`config.mk`:
```
export PLATFORM = sky130hd
export DESIGN_NAME = uart_tx_param
export DESIGN_NICKNAME = d
export VERILOG_FILES = /design/src/rtl/uart_tx_param.sv
export SDC_FILE = /design/constraint.sdc
export NUM_CORES = 1
export LEC_CHECK = 0
export BUFFER_PORTS_ARGS = -buffer_cell sky130_fd_sc_hd__buf_4
export CAP_MARGIN = 30
export CORE_UTILIZATION = 57
export CTS_CLUSTER_DIAMETER = 150
export DETAILED_ROUTE_END_ITERATION = 10
export GPL_ROUTABILITY_DRIVEN = 1
export GPL_TIMING_DRIVEN = 0
export PLACE_DENSITY = 0.84
export SETUP_SLACK_MARGIN = 0.05
export SLEW_MARGIN = 30
export SYNTH_ARGS = -nofsm -noshare
export SYNTH_HDL_FRONTEND = slang
export SYNTH_SLANG_ARGS = --single-unit
```
`constraint.sdc`:
```
create_clock -name clk -period 2.6 [get_ports clk]
set_clock_uncertainty 0.1 [all_clocks]
set_input_delay 0.26 -clock clk [delete_from_list [all_inputs] [get_ports clk]]
set_output_delay 0.26 -clock clk [all_outputs]
set_load 0.05 [all_outputs]
```
`src/rtl/uart_tx_param.sv`:
```
`timescale 1ns/1ps
// -----------------------------------------------------------------------------
// uart_tx_param
//
// Parametrised asynchronous-serial transmitter. Each accepted request sends
// one frame: a start bit (0), DATA_WIDTH data bits LSB first, an optional
// parity bit, then STOP_BITS stop bits (1). Bit timing comes from a
// clock-enable style counter running on clk. DIV = CLK_FREQ / BAUDRATE,
// truncated, and must be at least 2.
//
// Parameters
//   CLK_FREQ    system clock frequency in Hz
//   BAUDRATE    line rate in bit/s
//   DATA_WIDTH  data bits per frame (5..9)
//   PARITY_EN   1 inserts a parity bit after the data bits
//   PARITY_ODD  0 = even parity, 1 = odd parity (only when PARITY_EN = 1)
//   STOP_BITS   1 or 2
//
// Ports
//   clk      in   system clock, rising edge
//   reset    in   asynchronous active-high reset
//   newd     in   transmit request, sampled only while idle
//   din      in   word to send, captured on the accepting edge
//   tx       out  registered serial line, idle high
//   busy     out  high while a frame is in progress
//   done_tx  out  one-cycle pulse on the edge that ends a frame
// -----------------------------------------------------------------------------
module uart_tx_param #(
  parameter int CLK_FREQ   = 1000000,
  parameter int BAUDRATE   = 9600,
  parameter int DATA_WIDTH = 8,
  parameter int PARITY_EN  = 0,
  parameter int PARITY_ODD = 0,
  parameter int STOP_BITS  = 1
) (
  input  logic                  clk,
  input  logic                  reset,
  input  logic                  newd,
  input  logic [DATA_WIDTH-1:0] din,
  output logic                  tx,
  output logic                  busy,
  output logic                  done_tx
);

  localparam int DIV   = CLK_FREQ / BAUDRATE;
  localparam int CNT_W = (DIV > 1) ? $clog2(DIV) : 1;
  localparam int IDX_W = $clog2(DATA_WIDTH + 1);

  localparam logic [CNT_W-1:0] CNT_LAST  = CNT_W'(DIV - 1);
  localparam logic [IDX_W-1:0] DATA_LAST = IDX_W'(DATA_WIDTH - 1);
  localparam logic [IDX_W-1:0] STOP_LAST = IDX_W'(STOP_BITS - 1);

  typedef enum logic [2:0] {
    S_IDLE   = 3'd0,
    S_START  = 3'd1,
    S_DATA   = 3'd2,
    S_PARITY = 3'd3,
    S_STOP   = 3'd4
  } state_t;

  // Control state
  state_t           state_q, state_d;
  logic [CNT_W-1:0] baud_q,  baud_d;
  logic [IDX_W-1:0] idx_q,   idx_d;

  // Frame payload (no reset: only read after an accept has loaded it)
  logic [DATA_WIDTH-1:0] shreg_q, shreg_d;
  logic                  par_q,   par_d;

  // Registered outputs
  logic tx_q,   tx_d;
  logic busy_q, busy_d;
  logic done_q, done_d;

  logic bit_end;

  // Even parity is the XOR of all data bits; odd parity is its inverse.
  function automatic logic parity_bit(input logic [DATA_WIDTH-1:0] d);
    return (^d) ^ logic'(PARITY_ODD != 0);
  endfunction

  // The last cycle of the current bit period.
  assign bit_end = (baud_q == CNT_LAST);

  // ---------------------------------------------------------------------------
  // State register
  // ---------------------------------------------------------------------------
  always_ff @(posedge clk or posedge reset) begin
    if (reset) begin
      state_q <= S_IDLE;
      baud_q  <= '0;
      idx_q   <= '0;
    end else begin
      state_q <= state_d;
      baud_q  <= baud_d;
      idx_q   <= idx_d;
    end
  end

  always_ff @(posedge clk) begin
    shreg_q <= shreg_d;
    par_q   <= par_d;
  end

  // ---------------------------------------------------------------------------
  // Next-state logic
  // ---------------------------------------------------------------------------
  always_comb begin
    state_d = state_q;
    baud_d  = baud_q;
    idx_d   = idx_q;
    shreg_d = shreg_q;
    par_d   = par_q;

    // The baud counter free-runs inside a frame and wraps at each bit end.
    if (state_q != S_IDLE) begin
      baud_d = bit_end ? '0 : baud_q + 1'b1;
    end

    unique case (state_q)
      S_IDLE: begin
        baud_d = '0;
        idx_d  = '0;
        if (newd) begin
          state_d = S_START;
          shreg_d = din;
          par_d   = parity_bit(din);
        end
      end

      S_START: begin
        if (bit_end) begin
          state_d = S_DATA;
          idx_d   = '0;
        end
      end

      S_DATA: begin
        if (bit_end) begin
          // Shifting right presents the next data bit at position 0.
          shreg_d = shreg_q >> 1;
          if (idx_q == DATA_LAST) begin
            idx_d   = '0;
            state_d = (PARITY_EN != 0) ? S_PARITY : S_STOP;
          end else begin
            idx_d = idx_q + 1'b1;
          end
        end
      end

      S_PARITY: begin
        if (bit_end) begin
          state_d = S_STOP;
          idx_d   = '0;
        end
      end

      S_STOP: begin
        if (bit_end) begin
          if (idx_q == STOP_LAST) begin
            state_d = S_IDLE;
            idx_d   = '0;
          end else begin
            idx_d = idx_q + 1'b1;
          end
        end
      end

      default: begin
        state_d = S_IDLE;
        baud_d  = '0;
        idx_d   = '0;
      end
    endcase
  end

  // ---------------------------------------------------------------------------
  // Output logic: decoded from the next state so the registered outputs
  // line up with the state they describe.
  // ---------------------------------------------------------------------------
  always_comb begin
    tx_d   = 1'b1;
    busy_d = (state_d != S_IDLE);
    done_d = (state_q == S_STOP) && (state_d == S_IDLE);

    unique case (state_d)
      S_IDLE:   tx_d = 1'b1;
      S_START:  tx_d = 1'b0;
      S_DATA:   tx_d = shreg_d[0];
      S_PARITY: tx_d = par_d;
      S_STOP:   tx_d = 1'b1;
      default:  tx_d = 1'b1;
    endcase
  end

  // ---------------------------------------------------------------------------
  // Output register
  // ---------------------------------------------------------------------------
  always_ff @(posedge clk or posedge reset) begin
    if (reset) begin
      tx_q   <= 1'b1;
      busy_q <= 1'b0;
      done_q <= 1'b0;
    end else begin
      tx_q   <= tx_d;
      busy_q <= busy_d;
      done_q <= done_d;
    end
  end

  assign tx      = tx_q;
  assign busy    = busy_q;
  assign done_tx = done_q;

endmodule

```
### After elaboration in Yosys (flattened, before gate mapping)

Cells that the tools add are included.

| word-level totals | value |
|---|---|
| output and inout port bits | 3 |
| input port bits | 11 |
| logic and storage cells | 60 |
| register bits after elaboration | 26 |

| cells by class | value |
|---|---|
| muxes and demuxes | 23 |
| reduce and logical (&&, ||, !) cells | 12 |
| $add $sub $neg | 2 |
| equal/unequal tests | 14 |

Operators with widths:

| cell | count |
|---|---|
| 2-to-1 mux 3 bit | 7 |
| 2-to-1 mux 7 bit | 3 |
| 2-to-1 mux 4 bit | 5 |
| 2-to-1 mux 8 bit | 2 |
| one-hot mux 8 bit (2 select lines) | 1 |
| one-hot mux 3 bit (5 select lines) | 1 |
| equality test 3 x 2 -> 1 bit, second input constant | 4 |
| one-hot mux 4 bit (3 select lines) | 1 |
| XOR reduction 8 bit | 1 |
| adder 7 x 1 -> 7 bit, second input constant | 1 |
| equality test 7 bit, second input constant | 1 |
| equality test 3 x 1 -> 1 bit, second input constant | 2 |
| logical NOT 3 bit | 2 |
| != test 2 bit, second input constant | 3 |
| AND reduction 3 bit | 2 |
| nonzero test 3 bit | 2 |
| adder 4 x 1 -> 4 bit, second input constant | 1 |
| equality test 4 x 3 -> 1 bit, second input constant | 1 |
| logical NOT 4 bit | 1 |
| != test 2 x 1 -> 1 bit, second input constant | 2 |
| OR reduction 4 bit | 1 |
| equality test 3 bit, second input constant | 1 |
| one-hot mux 1 bit (3 select lines) | 1 |
| 2-to-1 mux 1 bit | 2 |
| other kinds (3) | 3 |

### Logic depth before layout (Yosys ltp)

Gate-level depths: netlist (run 1).

| depth | value |
|---|---|
| word-level depth | 6 |
| depth in mapped cells | 7 |
| depth with buffers taken out | 7 |

### Worst setup path before layout (run 1)

Ideal clock, no wire load.

| timing | value |
|---|---|
| path type | register to register |
| start point | register baud_q[0] |
| end point | register shreg_q[1] (enable) |
| data arrival time | 1.552 ns |
| buffers on the path | 0 |
| library setup time | 0.380 ns |
| setup slack | 0.567 ns |
| stages on the path, launching flop included | 6 |
| cell sequence | dfrtp_1 > ha_1 > and3_1 > and2_1 > mux2i_1 > nor3_1 |

| between the ends | value |
|---|---|
| word-level cells in the longest chain between the ends | 3 |

Ends and longest elaborated chain:

| item | RTL line | source |
|---|---|---|
| from (decl) | 63 | `logic [CNT_W-1:0] baud_q, baud_d;` |
| from (signal assigned) | 95 | `baud_q <= baud_d;` |
| equality test 7 bit | 83 | `assign bit_end = (baud_q == CNT_LAST);` |
| != test 2 bit (no line) | -- |  |
| AND reduction 3 bit (no line) | -- |  |
| to (signal assigned) | 101 | `shreg_q <= shreg_d;` |
| to (decl) | 67 | `logic [DATA_WIDTH-1:0] shreg_q, shreg_d;` |

No other way between the ends.
A chain may end at the register's enable or synchronous reset.

### Worst setup path in the final report (run 1)

Same ends and word-level chain as after synthesis.

==> results of run 1 <==
-- per-stage QoR --
step	hold slack [ns]	cell area [µm²]	setup WS [ns]	power, mW
floorplan	0.08534	1356	0.5675	0.6434
global placement	0.2759	1489	0.2837	0.6847
detailed placement	0.2811	1489	0.1608	0.6963
CTS	0.1213	1535	0.1738	0.8987
global route	0.1107	1540	0.3844	0.9466
finish	0.1249	1540	0.4972	0.8967
-- metal layers --
| metal | wire, µm | vias up | part of all wire, % |
|---|---|---|---|
| met3 | 74 | 4 | 2.9 |
| met1 | 1153 | 476 | 46 |
| li1 | - | 484 | - |
| met4 | 25 | 0 | 0.99 |
| met5 | 0 | - | 0 |
| met2 | 1279 | 16 | 50 |
-- area by class of cell --
type,count,area (µm²)
clock buffer,4,36.28
fill,179,693.2
inverter,6,22.52
multi-input combinational,89,630.6
sequential,26,676.9
timing repair buffer,14,107.6
buffer,4,31.28
tap,28,35.03
-- placed cells by master (no fill, tap or decap), drive strengths merged, types with 2 or more instances in the layout --
cell type	instances
nor2b	2
buf	17
nand2b	2
edfxtp	7
a211oi	2
or2	2
clkbuf	4
a22o	7
nand3	6
o211ai	2
and2	3
ha	3
nor3	2
o21ai	7
nor3b	3
nand2	6
dfrtp	16
xor2	2
dfxtp	2
xnor2	10
a21oi	3
nor2	11
inv	6
-- registers in the layout (all words and copies together) (netlist names) --
| name | cells |
|---|---|
| shreg_q | 8 |
| baud_q | 7 |
| idx_q | 4 |
| state_q | 3 |
| busy | 1 |
| done_tx | 1 |
| par_q | 1 |
| tx | 1 |
-- logic make-up after synthesis --
kind of cell             count (synthesis)  synth area share (%)
AO/OA/AOI/OAI                           28                 14.85
XOR/XNOR                                12                 7.749
flip-flops                              26                 49.91
adder cells (fa/ha/maj)                  3                 2.768
multiplexers                             1                0.7380
AND/OR/NAND/NOR                         45                 20.02
buffers and inverters                   10                 3.966
-- worst paths after layout --
path,startpoint,end,slack [ns],cells after the start
setup / recovery,baud_q[0],shreg_q[1],0.50,5
hold / removal,din[7],shreg_q[7],0.12,2
setup reg to reg,baud_q[0],shreg_q[1],0.50,5
hold reg to reg,baud_q[0],baud_q[0],0.38,1
max in group asynchronous,reset,idx_q[0],1.53,3
min in group asynchronous,reset,state_q[0],0.47,3
-- critical path: stages (launching register included) --
cell	delay, ns
dfrtp_1	0.40
ha_1	0.24
and3_1	0.23
and2_1	0.22
mux2i_1	0.11
nor3_2	0.46
-- power groups by stage --
stage	combinational, mW	sequential (mW)	clock [mW]
2_1_floorplan	0.120	0.524	0
3_3_place_gp	0.164	0.520	0
3_5_place_dp	0.172	0.524	0
4_1_cts	0.175	0.515	0.208
5_1_grt	0.199	0.527	0.220
6_report	0.175	0.516	0.206
==> results.txt, run 1 <==
n_diodes -> 0
Finished Layout Cells -> 171
Routed Wire Length -> 2533 µm
maximum fanout along the worst path -> 7
total gr overflow -> 0
Comb power frac -> 19.5%
post-DP HPWL -> 1871 µm
Final TNS setup -> 0 ns
CTS clk-pin slew, worst paths -> 0.14 ns
antenna violations before repair -> 0
Clock Tree Buf Depth -> 2
Hold Path Class -> in -> reg
final setup vio count -> 0
run status -> completed
Initial Utilization -> 60.73%
M1 GR Usage -> 30.08%
Rel. slew slack -> 57.40%
GP Congestion -> 0.8496
CTS tree -> yes
final core occ -> 68.96%
Ys Warns -> 0
# DRC -> 0
cell area after synthesis -> 0.001356 mm²
Syn Nets -> 139
routed via count -> 980
Pint -> 0.6394 mW
most frequent cell after synthesis -> dfrtp_1
Syn Area/Cell -> 10.85 µm²
fin crit period -> 2.103 ns
Tot GR Track Use -> 23.55%
Pwr per Cell Area -> 582.2 mW/mm²
Worst Path Required -> 2.48 ns
Die ar. -> 0.002579 mm²
die extent in x -> 50.78 µm
number of synthesized flops with an enable pin -> 7
post-cts sizing count -> 0
register share of total power -> 57.5%
crit end category -> register
Tightest Pin Transition -> 0.6383 ns
top cells by area, synth -> dfrtp_1, edfxtp_1, xnor2_1
unrepaired setup endpoints after global routing -> false
Highest Clock Rate -> 475.6 MHz
top post-synthesis cells by count -> dfrtp_1, nor2_1, xnor2_1, a22o_1, edfxtp_1
worst skew pair latency -> 0.32 ns
# clock sinks -> 26
Post-synth ARST share -> 65.38%
Root Buffer -> clkbuf_4
vias in the first global route -> 1033
total CTS buffers -> 3
Initial DRT Pass Iterations -> 4
core area -> 0.002233 mm²
Arr. time, crit path -> 1.98 ns
Layout Nets -> 158
switching share of power -> 28.70%
first-pass GRT wire length -> 4491 µm
CTS Hold Bufs -> 1
global route hottest layer -> met2
Vias/cell -> 5.731
CP startpoint kind -> register
htree depth -> 1
final hold vios -> 0
Synth area leader -> dfrtp_1
global routing usage on met2 -> 39.56%
Synth top area share -> 29.52%
Die Ht -> 50.78 µm
Clock Power Share -> 22.9%
Post-CTS Setup Inserts -> 0
First DRT Iteration DRCs -> 26
Primary FF master, synth -> dfrtp_1
final antenna-violating net count -> 0
port bufs -> 13
worst vdd ir -> 0.0004938 V
Sw Pwr -> 0.2574 mW
average wire per standard cell -> 14.81 µm
Placed Cells -> 166
layout cells sized above 1 -> 19.58%
Lkg Pwr -> 0.6296 nW
fin crit share -> 80.88%
Rows -> 17
#FFs+latches synth -> 26
critical path class -> reg -> reg
M3 GR Usage -> 3.636%
Gate Count Post-Synth -> 125
largest net degree at the start of global routing -> 18
Area growth syn-to-layout -> 13.56%
post-synthesis cell type count -> 47
Final Max Slew Viols -> 0
Max-Cap Viols -> 0
top-level port count -> 14
post-synthesis sequential area ratio -> 49.91%
Power figures use the tool's default switching activity.
==> run 2, diff against run 1 <==
- CORE_UTILIZATION: 57 -> 51
- PLACE_DENSITY: 0.84 -> 0.79
- clock period: 2.6 -> 1.9 ns (I/O delays scaled with it)
==> results.txt, run 2 (same netlist as run 1, synthesis figures left out) <==
run status -> completed (unchanged)
n_diodes -> 0 (unchanged)
worst vdd ir -> 0.0005864 V (was 0.0004938 V)
Sw Pwr -> 0.3716 mW (was 0.2574 mW)
global routing usage on met2 -> 33.33% (was 39.56%)
CTS tree -> yes (unchanged)
Reg2Reg Launch Point -> baud_q[3] (was baud_q[0])
Area growth syn-to-layout -> 20.48% (was 13.56%)
CP startpoint kind -> register (unchanged)
switching share of power -> 30.11% (was 28.70%)
Routed Wire Length -> 2657 µm (was 2533 µm)
Rows -> 18 (was 17)
hold_sp -> din[7] (unchanged)
R2R depth -> 4 (was 5)
routed via count -> 1026 (was 980)
first-pass GRT wire length -> 4146 µm (was 4491 µm)
M1 GR Usage -> 27.63% (was 30.08%)
Initial DRT Pass Iterations -> 6 (was 4)
largest net degree at the start of global routing -> 18 (unchanged)
port bufs -> 13 (unchanged)
Regs by FF count -> shreg_q (8), baud_q (7), idx_q (4) (unchanged)
register share of total power -> 58.5% (was 57.5%)
layout cells sized above 1 -> 27.03% (was 19.58%)
commonest non-fill, non-tap cell in the layout -> buf_4 (was dfrtp_1)
critical path class -> reg -> reg (unchanged)
Arr. time, crit path -> 1.88 ns (was 1.98 ns)
max reg flops -> 8 (unchanged)
Hold Path Class -> in -> reg (unchanged)
total gr overflow -> 0 (unchanged)
Hold Path End -> shreg_q[7] (unchanged)
GP Congestion -> 0.7598 (was 0.8496)
Worst Path Required -> 1.99 ns (was 2.48 ns)
Clock Power Share -> 19.4% (was 22.9%)
final hold vios -> 0 (unchanged)
Largest Register -> shreg_q (unchanged)
Critical R2R Capture -> shreg_q[5] (was shreg_q[1])
antenna violations before repair -> 0 (unchanged)
core area -> 0.002500 mm² (was 0.002233 mm²)
top-level port count -> 14 (unchanged)
Max-Cap Viols -> 0 (unchanged)
M3 GR Usage -> 2.542% (was 3.636%)
unrepaired setup endpoints after global routing -> true (was false)
Die ar. -> 0.002870 mm² (was 0.002579 mm²)
Final TNS setup -> 0 ns (unchanged)
crit end category -> register (unchanged)
Pint -> 0.8627 mW (was 0.6394 mW)
R2R Setup Slk -> 0.12 ns (was 0.50 ns)
Die Ht -> 53.57 µm (was 50.78 µm)
Clock Tree Buf Depth -> 2 (unchanged)
CTS clk-pin slew, worst paths -> 0.14 ns (about the same)
final antenna-violating net count -> 0 (unchanged)
final setup vio count -> 0 (unchanged)
Rel. slew slack -> 55.86% (was 57.40%)
# clock sinks -> 26 (unchanged)
Tightest Pin Transition -> 0.6613 ns (was 0.6383 ns)
vias in the first global route -> 924 (was 1033)
die extent in x -> 53.57 µm (was 50.78 µm)
Highest Clock Rate -> 561.4 MHz (was 475.6 MHz)
Comb power frac -> 22.1% (was 19.5%)
Cells on Worst Hold Path -> 2 (unchanged)
total CTS buffers -> 3 (unchanged)
Lkg Pwr -> 0.6522 nW (was 0.6296 nW)
htree depth -> 1 (unchanged)
post-DP HPWL -> 1770 µm (was 1871 µm)
Pwr per Cell Area -> 755.3 mW/mm² (was 582.2 mW/mm²)
most frequent cells in the layout -> buf_4, dfrtp_1, nor2_1, xnor2_1 (was dfrtp_1, buf_4, nor2_1, xnor2_1)
maximum fanout along the worst path -> 6 (was 7)
# DRC -> 0 (unchanged)
fin crit period -> 1.781 ns (was 2.103 ns)
Hold WS -> 0.05755 ns (was 0.1249 ns)
First DRT Iteration DRCs -> 25 (was 26)
Vias/cell -> 5.764 (was 5.731)
Final Max Slew Viols -> 0 (unchanged)
Root Buffer -> clkbuf_4 (unchanged)
average wire per standard cell -> 14.93 µm (was 14.81 µm)
Layout Nets -> 163 (was 158)
global route hottest layer -> met2 (unchanged)
Initial Utilization -> 54.25% (was 60.73%)
fin crit share -> 93.75% (was 80.88%)
worst skew pair latency -> 0.32 ns (about the same)
Tot GR Track Use -> 20.47% (was 23.55%)
run 2: through the flow:
stage	utilization [%]	area, µm²	power, mW	instances	worst slack (ns)
6_report	65.37	1634	1.234	178	0.1187
5_1_grt	65.37	1634	1.312	178	-0.01448
4_1_cts	62.66	1567	1.197	174	0.05400
3_5_place_dp	59.86	1496	0.9513	168	-0.1885
3_3_place_gp	59.86	1496	0.9380	168	-0.1379
2_1_floorplan	-	1361	0.8812	125	0.08459
run 2: final cells by class:
| class | count | area, µm² |
|---|---|---|
| fillers | 188 | 865.8 |
| multi-input cells | 89 | 680.7 |
| flip-flops and latches | 26 | 678.2 |
| repair buffers | 19 | 157.7 |
| well taps | 30 | 37.54 |
| plain buffers | 4 | 31.28 |
| clock buffers | 3 | 22.52 |
| inverters | 6 | 22.52 |
| clock inverters | 1 | 3.754 |
run 2: layer usage:
| metal | share of wire [%] | wire, µm |
|---|---|---|
| met1 | 47 | 1243 |
| met5 | 0 | 0 |
| met2 | 48 | 1267 |
| met4 | 1.4 | 36 |
| met3 | 4.1 | 109 |
run 2: worst max-delay path by stage:
| stage | from | to |
|---|---|---|
| 2_1_floorplan | baud_q[0] | shreg_q[1] |
| 3_3_place_gp | baud_q[0] | shreg_q[6] |
| 3_5_place_dp | baud_q[0] | shreg_q[6] |
| 4_1_cts | baud_q[3] | shreg_q[6] |
| 5_1_grt | baud_q[4] | shreg_q[5] |
| 6_report | baud_q[3] | shreg_q[5] |
run 2: power groups by stage:
stage | Clock [mW] | Sequential [mW] | Combinational, mW
floorplan | 0 | 0.716 | 0.165
global placement | 0 | 0.712 | 0.226
detailed placement | 0 | 0.718 | 0.234
CTS | 0.245 | 0.706 | 0.245
global route | 0.268 | 0.732 | 0.312
finish | 0.240 | 0.722 | 0.272
run 2: worst max-delay path, stage by stage (launching register included):
cell	delay (ns)
dfrtp_2	0.49
nor3b_4	0.27
nand2_1	0.19
nor3_2	0.39
a22o_1	0.21
run 2: repair_timing:
action	4_1_cts	5_1_grt
resized for setup	3	8
endpoints found under the hold margin	16	0
pin swaps	1	3
hold buffers	1	0
buffers inserted	1	4
setup endpoints to repair	7	16
==> run 3, diff against run 2 <==
- CORE_UTILIZATION: 51 -> 57
- PLACE_DENSITY: 0.79 -> 0.84
- clock period: 1.9 -> 1.7 ns (I/O delays scaled with it)
==> results.txt, run 3 (same netlist as run 1, synthesis figures left out) <==
Regs by FF count -> shreg_q (8), baud_q (7), idx_q (4) (unchanged)
Cells on Worst Hold Path -> 2 (unchanged)
htree depth -> 1 (unchanged)
Initial Utilization -> 60.73% (was 54.25%)
final antenna-violating net count -> 0 (unchanged)
Pint -> 1.015 mW (was 0.8627 mW)
Final WS setup -> -0.1225 ns (was 0.1187 ns)
Initial DRT Pass Iterations -> 4 (was 6)
Rows -> 17 (was 18)
unrepaired setup endpoints after global routing -> true (unchanged)
fin crit period -> 1.822 ns (was 1.781 ns)
Hold Path Class -> in -> reg (unchanged)
Routed Wire Length -> 3192 µm (was 2657 µm)
layout cells sized above 1 -> 40.12% (was 27.03%)
failing checks -> setup timing
Lkg Pwr -> 0.7410 nW (was 0.6522 nW)
# DRC -> 0 (unchanged)
Rel. slew slack -> 55.61% (was 55.86%)
GP Congestion -> 0.8215 (was 0.7598)
flip-flop and latch area -> 678.2 µm² (unchanged)
maximum fanout along the worst path -> 3 (was 6)
Finished Layout Cells -> 190 (was 178)
antenna violations before repair -> 0 (unchanged)
Sw Pwr -> 0.4324 mW (was 0.3716 mW)
worst vdd ir -> 0.0007004 V (was 0.0005864 V)
Post-Place Worst Slack -> -0.1672 ns (was -0.1885 ns)
R2R depth -> 8 (was 4)
Die ar. -> 0.002579 mm² (was 0.002870 mm²)
port bufs -> 13 (unchanged)
Hold WS -> 0.04831 ns (was 0.05755 ns)
final instance area -> 0.001789 mm² (was 0.001634 mm²)
final setup vio count -> 13 (was 0)
# clock sinks -> 26 (unchanged)
CTS clk-pin slew, worst paths -> 0.14 ns (about the same)
die extent in x -> 50.78 µm (was 53.57 µm)
fill cell count -> 137 (was 188)
total CTS buffers -> 3 (unchanged)
Post-Place Cell Area -> 0.001514 mm² (was 0.001496 mm²)
post-DP HPWL -> 1861 µm (was 1770 µm)
switching share of power -> 29.88% (was 30.11%)
Final TNS setup -> -0.5806 ns (was 0 ns)
Clock Tree Buf Depth -> 2 (unchanged)
CP startpoint kind -> register (unchanged)
Die Ht -> 50.78 µm (was 53.57 µm)
final hold vios -> 0 (unchanged)
area of the multi-input gates -> 733.2 µm² (was 680.7 µm²)
register share of total power -> 54.0% (was 58.5%)
commonest non-fill, non-tap cell in the layout -> buf_4 (unchanged)
vias in the first global route -> 1071 (was 924)
top-level port count -> 14 (unchanged)
Final Max Slew Viols -> 0 (unchanged)
CTS tree -> yes (unchanged)
Comb power frac -> 27.0% (was 22.1%)
most frequent cells in the layout -> buf_4, dfrtp_1, nor2_1, xnor2_1 (unchanged)
Pwr per Cell Area -> 808.9 mW/mm² (was 755.3 mW/mm²)
Largest Register -> shreg_q (unchanged)
Clock Power Share -> 19.1% (was 19.4%)
max reg flops -> 8 (unchanged)
Highest Clock Rate -> 548.7 MHz (was 561.4 MHz)
crit end category -> register (unchanged)
fin crit share -> 107.2% (was 93.75%)
first-pass GRT wire length -> 4933 µm (was 4146 µm)
critical path class -> reg -> reg (unchanged)
Worst Path Required -> 1.82 ns (was 1.99 ns)
Vias/cell -> 5.979 (was 5.764)
routed via count -> 1136 (was 1026)
run status -> complete, but fails checks (was completed)
Arr. time, crit path -> 1.95 ns (was 1.88 ns)
total power -> 1.447 mW (was 1.234 mW)
First DRT Iteration DRCs -> 36 (was 25)
Tightest Pin Transition -> 0.6651 ns (was 0.6613 ns)
largest net degree at the start of global routing -> 18 (unchanged)
Max-Cap Viols -> 0 (unchanged)
Layout Nets -> 177 (was 163)
n_diodes -> 0 (unchanged)
Root Buffer -> clkbuf_4 (unchanged)
average wire per standard cell -> 16.80 µm (was 14.93 µm)
worst skew pair latency -> 0.32 ns (about the same)
final core occ -> 80.11% (was 65.37%)
Placed Cells -> 166 (was 168)
core area -> 0.002233 mm² (was 0.002500 mm²)
total gr overflow -> 0 (unchanged)
Tot GR Track Use -> 26.77% (was 20.47%)
Area growth syn-to-layout -> 31.92% (was 20.48%)
==> run 3: path summary, 6_finish.rpt <==
check | start | end | slack [ns]
worst max-delay path | idx_q[0] | idx_q[2] | -0.12
min in group asynchronous | reset | baud_q[6] | 0.38
worst max register to register | idx_q[0] | idx_q[2] | -0.12
worst min register to register | par_q | par_q | 0.41
worst min-delay path | din[2] | shreg_q[2] | 0.05
max in group asynchronous | reset | baud_q[3] | 0.66
==> run 3: repair_timing <==
| item | 4_1_cts | 5_1_grt |
|---|---|---|
| buffers inserted | 14 | 6 |
| endpoints found under the setup margin | 23 | 26 |
| hold buffers | 1 | 0 |
| gates cloned | 0 | 0 |
| gates resized for setup | 10 | 10 |
| pin swaps | 10 | 5 |
| hold endpoints to repair | 16 | 0 |
==> run 3: power groups by stage <==
stage / registers [mW] / logic (mW) / clock network, mW
3_5_place_dp: 0.802 / 0.264 / 0
2_1_floorplan: 0.803 / 0.190 / 0
6_report: 0.781 / 0.390 / 0.276
5_1_grt: 0.792 / 0.434 / 0.292
4_1_cts: 0.777 / 0.346 / 0.279
3_3_place_gp: 0.796 / 0.258 / 0
==> run 3: layout make-up <==
| class | instances | area share, % |
|---|---|---|
| well taps | 28 | 1.958 |
| multi-input cells | 89 | 40.98 |
| inverters | 6 | 1.259 |
| repair buffers | 33 | 14.69 |
| clock buffers | 4 | 1.469 |
| flip-flops and latches | 26 | 37.90 |
| plain buffers | 4 | 1.748 |
==> run 3: metal layers <==
metal | GRT usage, % | routed length (µm) | vias up
li1 | - | - | 528
met1 | 33.14 | 1317 | 559
met2 | 43.11 | 1613 | 36
met3 | 5.455 | 154 | 13
met4 | 15.28 | 106 | 0
met5 | 0 | 0 | -
==> run 3: worst max-delay path, stage by stage (launching register included) <==
cell	delay (ns)
dfrtp_1	0.43
inv_2	0.09
ha_4	0.12
or3b_4	0.37
nand3b_1	0.14
buf_4	0.14
a211oi_1	0.08
o21ai_1	0.18
nand2_1	0.07
